--- src/rtl/seg7_capture.sv ---
// Recovers hex digits from a multiplexed active-low 7-segment bus; one settle FSM shared by all digits.
// Optional macro SEG7_CAPTURE_ALT_GLYPH_EN also decodes the alternate 7 and 9 glyphs.
module seg7_capture #(
  parameter int NUM_DIGITS    = 4,
  parameter int STABLE_CYCLES = 4
) (
  input  logic                    CLK,
  input  logic                    RESET,
  input  logic [6:0]              SEGMENTS,
  input  logic [NUM_DIGITS-1:0]   DIGIT_SEL,
  input  logic                    CLEAR,
  output logic [4*NUM_DIGITS-1:0] VALUE,
  output logic [NUM_DIGITS-1:0]   DIGIT_VALID,
  output logic                    ERROR,
  output logic                    FRAME_DONE
);

  localparam logic [1:0] ST_WAIT   = 2'd0;
  localparam logic [1:0] ST_SETTLE = 2'd1;
  localparam logic [1:0] ST_HOLD   = 2'd2;
  localparam logic [7:0] STABLE_MAX = 8'(STABLE_CYCLES);

  logic [6:0]            seg_q, seg_prev;
  logic [NUM_DIGITS-1:0] sel_q, sel_prev;
  logic [1:0]            state, state_n;
  logic [7:0]            count, count_n;
  logic [NUM_DIGITS-1:0] mask, mask_n;
  logic                  accept, sel_ok, same, frame_full, err_n;
  logic [3:0]            nib;
  logic                  pat_hex, pat_blank;

  always_comb begin
    nib       = 4'h0;
    pat_hex   = 1'b1;
    pat_blank = 1'b0;
    case (seg_q)
      7'b1000000: nib = 4'h0;
      7'b1111001: nib = 4'h1;
      7'b0100100: nib = 4'h2;
      7'b0110000: nib = 4'h3;
      7'b0011001: nib = 4'h4;
      7'b0010010: nib = 4'h5;
      7'b0000010: nib = 4'h6;
      7'b1111000: nib = 4'h7;
      7'b0000000: nib = 4'h8;
      7'b0011000: nib = 4'h9;
      7'b0001000: nib = 4'hA;
      7'b0000011: nib = 4'hB;
      7'b1000110: nib = 4'hC;
      7'b0100001: nib = 4'hD;
      7'b0000110: nib = 4'hE;
      7'b0001110: nib = 4'hF;
`ifdef SEG7_CAPTURE_ALT_GLYPH_EN
      7'b0010000: nib = 4'h9;
      7'b1011000: nib = 4'h7;
`endif
      7'b1111111: begin
        pat_hex   = 1'b0;
        pat_blank = 1'b1;
      end
      default: pat_hex = 1'b0;
    endcase
  end

  assign sel_ok = ($countones(~sel_q) == 1);
  assign same   = (seg_q == seg_prev) && (sel_q == sel_prev);

  // Count of consecutive identical samples; reaching STABLE_MAX in SETTLE is the accept.
  always_comb begin
    state_n = state;
    count_n = count;
    accept  = 1'b0;
    case (state)
      ST_WAIT: begin
        if (sel_ok) begin
          state_n = ST_SETTLE;
          count_n = 8'd1;
        end else begin
          count_n = 8'd0;
        end
      end
      ST_SETTLE: begin
        if (!sel_ok) begin
          state_n = ST_WAIT;
          count_n = 8'd0;
        end else if (!same) begin
          count_n = 8'd1;
        end else begin
          count_n = (count >= STABLE_MAX) ? STABLE_MAX : count + 8'd1;
          if (count_n == STABLE_MAX) begin
            accept  = 1'b1;
            state_n = ST_HOLD;
          end
        end
      end
      ST_HOLD: begin
        if (!sel_ok) begin
          state_n = ST_WAIT;
          count_n = 8'd0;
        end else if (!same) begin
          state_n = ST_SETTLE;
          count_n = 8'd1;
        end
      end
      default: begin
        state_n = ST_WAIT;
        count_n = 8'd0;
      end
    endcase
  end

  // CLEAR acts first, so a coinciding accept still lands its mask bit and error result.
  assign mask_n     = (CLEAR ? '0 : mask) | (accept ? ~sel_q : '0);
  assign frame_full = &mask_n;
  assign err_n      = (ERROR & ~CLEAR) | (accept & ~pat_hex & ~pat_blank);

  always_ff @(posedge CLK) begin
    if (RESET) begin
      seg_q       <= '1;
      sel_q       <= '1;
      seg_prev    <= '1;
      sel_prev    <= '1;
      state       <= ST_WAIT;
      count       <= 8'd0;
      mask        <= '0;
      VALUE       <= '0;
      DIGIT_VALID <= '0;
      ERROR       <= 1'b0;
      FRAME_DONE  <= 1'b0;
    end else begin
      seg_q      <= SEGMENTS;
      sel_q      <= DIGIT_SEL;
      seg_prev   <= seg_q;
      sel_prev   <= sel_q;
      state      <= state_n;
      count      <= count_n;
      mask       <= frame_full ? '0 : mask_n;
      FRAME_DONE <= frame_full;
      ERROR      <= err_n;
      if (accept) begin
        for (int i = 0; i < NUM_DIGITS; i++) begin
          if (!sel_q[i]) begin
            if (pat_hex) begin
              VALUE[4*i +: 4] <= nib;
              DIGIT_VALID[i]  <= 1'b1;
            end else if (pat_blank) begin
              VALUE[4*i +: 4] <= 4'h0;
              DIGIT_VALID[i]  <= 1'b0;
            end else begin
              DIGIT_VALID[i]  <= 1'b0;
            end
          end
        end
      end
    end
  end

endmodule

--- config.mk ---
export PLATFORM = sky130hd
export DESIGN_NAME = seg7_capture
export DESIGN_NICKNAME = d
export VERILOG_FILES = /design/src/rtl/seg7_capture.sv
export SDC_FILE = /design/constraint.sdc
export NUM_CORES = 1
export LEC_CHECK = 0
export CAP_MARGIN = 0
export CORE_ASPECT_RATIO = 1.75
export CORE_MARGIN = 2
export CORE_UTILIZATION = 59
export CTS_CLUSTER_DIAMETER = 80
export DETAILED_ROUTE_END_ITERATION = 10
export PLACE_DENSITY = 0.85
export SLEW_MARGIN = 20
export SYNTH_ARGS = -nofsm -noshare
export SYNTH_HDL_FRONTEND = slang
export SYNTH_SLANG_ARGS = --single-unit
--- constraint.sdc ---
create_clock -name CLK -period 6 [get_ports CLK]
set_input_delay 0.9 -clock CLK [delete_from_list [all_inputs] [get_ports CLK]]
set_output_delay 0.9 -clock CLK [all_outputs]
set_load 0.005 [all_outputs]
==> results_dict.tcl <==
set metrics [dict create \
    status "complete, no violations" \
    critPathCaptureType "flop" \
    setup-tns-final_ps 0 \
    synth_nets 311 \
    cts_buffers 9 \
    path_max_fanout 9 \
    layout.nets 343 \
    clkSlewWorstSetupHoldPaths_ps 70 \
    hp-class "flop to flop" \
    dr.pass1.iters 4 \
    htree_levels 3 \
    p_clk_share_pct 42.2 \
    drive_gt1_share_pct 15.81 \
    powerDensity_nw_per_um2 249.1 \
    synth_top_area_cell "dfxtp_1" \
    cts-hold-fix-buffers 0 \
    rsz0062_at_grt "false" \
    cts_tree "done" \
    synth_cell_types 62 \
    grt_max_degree 56 \
    final_util_pct 73.34 \
    synthFlopType "dfxtp_1" \
    pwr-share-seq_pct 50.5 \
    place.gp.congestion 0.8734 \
    fill_cells 341 \
    required_ps 6200 \
    synthTopCellsByCount "58 x dfxtp_1, 23 x or2_2, 20 x nor2_1" \
    switchingPower_uw 199.7 \
    ys_ff_latch 58 \
    fp.coreArea_um2 4444 \
    grt_pass1_wl_um 9563 \
    antennaDiodeCount 0 \
    ir_drop_mv 0.3223 \
    report.final.slew_viol_count 0 \
    hold_viol 0 \
    grt_usage_pct 23.67 \
    p_sw_share_pct 24.59 \
    critPathKind "flop to flop" \
    worstSkewPairLatency_ps 340 \
    die_height_um 94.17 \
    ys_async_sr_fraction_pct 0 \
    seq_area_frac_synth_pct 42.36 \
    share_comb_of_total_power_pct 7.3 \
    layoutNonFillerInstCount 380 \
    synth.area.top_cells "dfxtp_1 42%, or2_2 5.2%, nand2b_1 4.1%, xor2_1 3.8%, a21oi_1 2.9%" \
    synth_area_um2 2741 \
    portBuffers 35 \
    ios 36 \
    yosysWarnings 0 \
    synth_top_area_share_pct 42.36 \
    num_rows 32 \
    area_delta_synth_final_pct 18.90 \
    fin_crit_sh_pct 51.18 \
    setup_viol 0 \
    drtAntennaViolNets 0 \
    synth_most_common_cell "dfxtp_1" \
    postSynthCellCount 292 \
    initial_core_util_pct 61.68 \
    cts_sinks 58 \
    postSynthAreaPerCell_um2 9.388 \
    place_inst 364 \
    via_per_inst 5.832 \
    route.vias.total 2216 \
    grt_pass1_vias 2143 \
    tightest_slew_ps 972.8 \
    skew_ps 9.094 \
    cap_violations 0 \
    synth_edf_count 0 \
    die_area_um2 5229 \
    root_buffer "clkbuf_8" \
    clockBufferDepth 2 \
    wl_um 5650 \
    internal_power_uw 612.3 \
    relSlewSlack_pct 34.44 \
    cts_resized 0 \
    antenna_found_initial 0 \
    cp.arrival_ps 3270 \
    place_hpwl_um 4076 \
    grt_overflow 0 \
    dieWidth_um 55.53 \
    drc 0 \
    power_leakage_nw 1.230 \
    drtIter0Drc 65 \
    fmax_mhz 325.6 \
    post-route-min-period_ps 3071 \
    r2r_setup_slack_ps 2930 \
    post_cts_buffers 0 \
    cp-start-kind "flop" \
    wl_per_cell_um 14.87 \
]
through the flow:
stage	hold WS [ps]	setup WS (ps)	power (mW)	cell area (um^2)
floorplan	430.2	3191	0.4610	2741
detailed placement	447.3	2971	0.4780	3074
finish	463.2	2929	0.8120	3259
global route	485.1	2702	0.8400	3259
global placement	443.8	3029	0.4761	3074
CTS	466.0	2935	0.8139	3259
routing by layer:
metal | GRT usage, % | up-vias | part of all wire, %
met2 | 43.35 | 47 | 55
met3 | 6.612 | 9 | 3.3
met4 | 11.38 | 0 | 1.9
li1 | - | 1097 | -
met1 | 24.31 | 1063 | 40
met5 | 0 | - | 0
power groups by stage:
| stage | Combinational, mW | Clock [mW] | Sequential [mW] |
|---|---|---|---|
| 2_1_floorplan | 0.0522 | 0 | 0.409 |
| 3_3_place_gp | 0.0578 | 0 | 0.418 |
| 3_5_place_dp | 0.0593 | 0 | 0.419 |
| 4_1_cts | 0.0598 | 0.344 | 0.410 |
| 5_1_grt | 0.0658 | 0.362 | 0.412 |
| 6_report | 0.0594 | 0.342 | 0.410 |
cell type report:
cell class                      instances  area, um^2  share of cell area, %
Clock inverter                          6       57.56                  1.766
Timing Repair Buffer                   36       357.8                  10.98
Tap cell                               51       63.81                  1.958
Sequential cell                        58        1161                  35.62
Inverter                                8       30.03                 0.9213
Clock buffer                           10       127.6                  3.916
Multi-Input combinational cell        211        1461                  44.84
registers in the layout, summed over array words and instances (netlist names), 2 cells and up:
signal	cells
sel_prev	4
seg_prev	7
state	2
count	8
mask	4
seg_q	7
VALUE	16
DIGIT_VALID	4
sel_q	4
layout by cell type, fill, tap and decap left out, drive strengths merged, types with 8 or more instances in the layout:
cell            n
clkbuf         10
mux2i           8
inv             8
or2            23
nand2b         18
a21oi          16
o21ai          11
xor2           12
nor2           20
clkdlybuf4s50  35
nand2          12
dfxtp          58
nor3           12
worst max-delay path, stage by stage (launching register included):
cell      delay (ps)
dfxtp_1          380
fa_1             550
inv_1             40
ha_1             170
ha_1             280
nor3b_1          310
and3b_1          280
nand4_4          180
or3_4            420
a22oi_2          240
a221oi_1         100
cell families after synthesis:
group / count (synthesis) / synth area share, %
simple gates: 130 / 29.48
flops: 58 / 42.35
compound gates: 55 / 14.20
buf+inv: 23 / 4.336
xor+xnor: 13 / 4.153
mux: 8 / 2.921
fa+ha+maj: 5 / 2.556
final timing paths:
path	start	endpoint	cells past startpoint
setup / recovery	sel_q[0]$_SDFF_PP1_	mask[3]$_SDFF_PP0_	10
hold / removal	count[7]$_SDFFE_PP0P_	count[7]$_SDFFE_PP0P_	1
setup reg to reg	sel_q[0]$_SDFF_PP1_	mask[3]$_SDFF_PP0_	10
hold reg to reg	count[7]$_SDFFE_PP0P_	count[7]$_SDFFE_PP0P_	1
(Power assumes the default switching activity.)
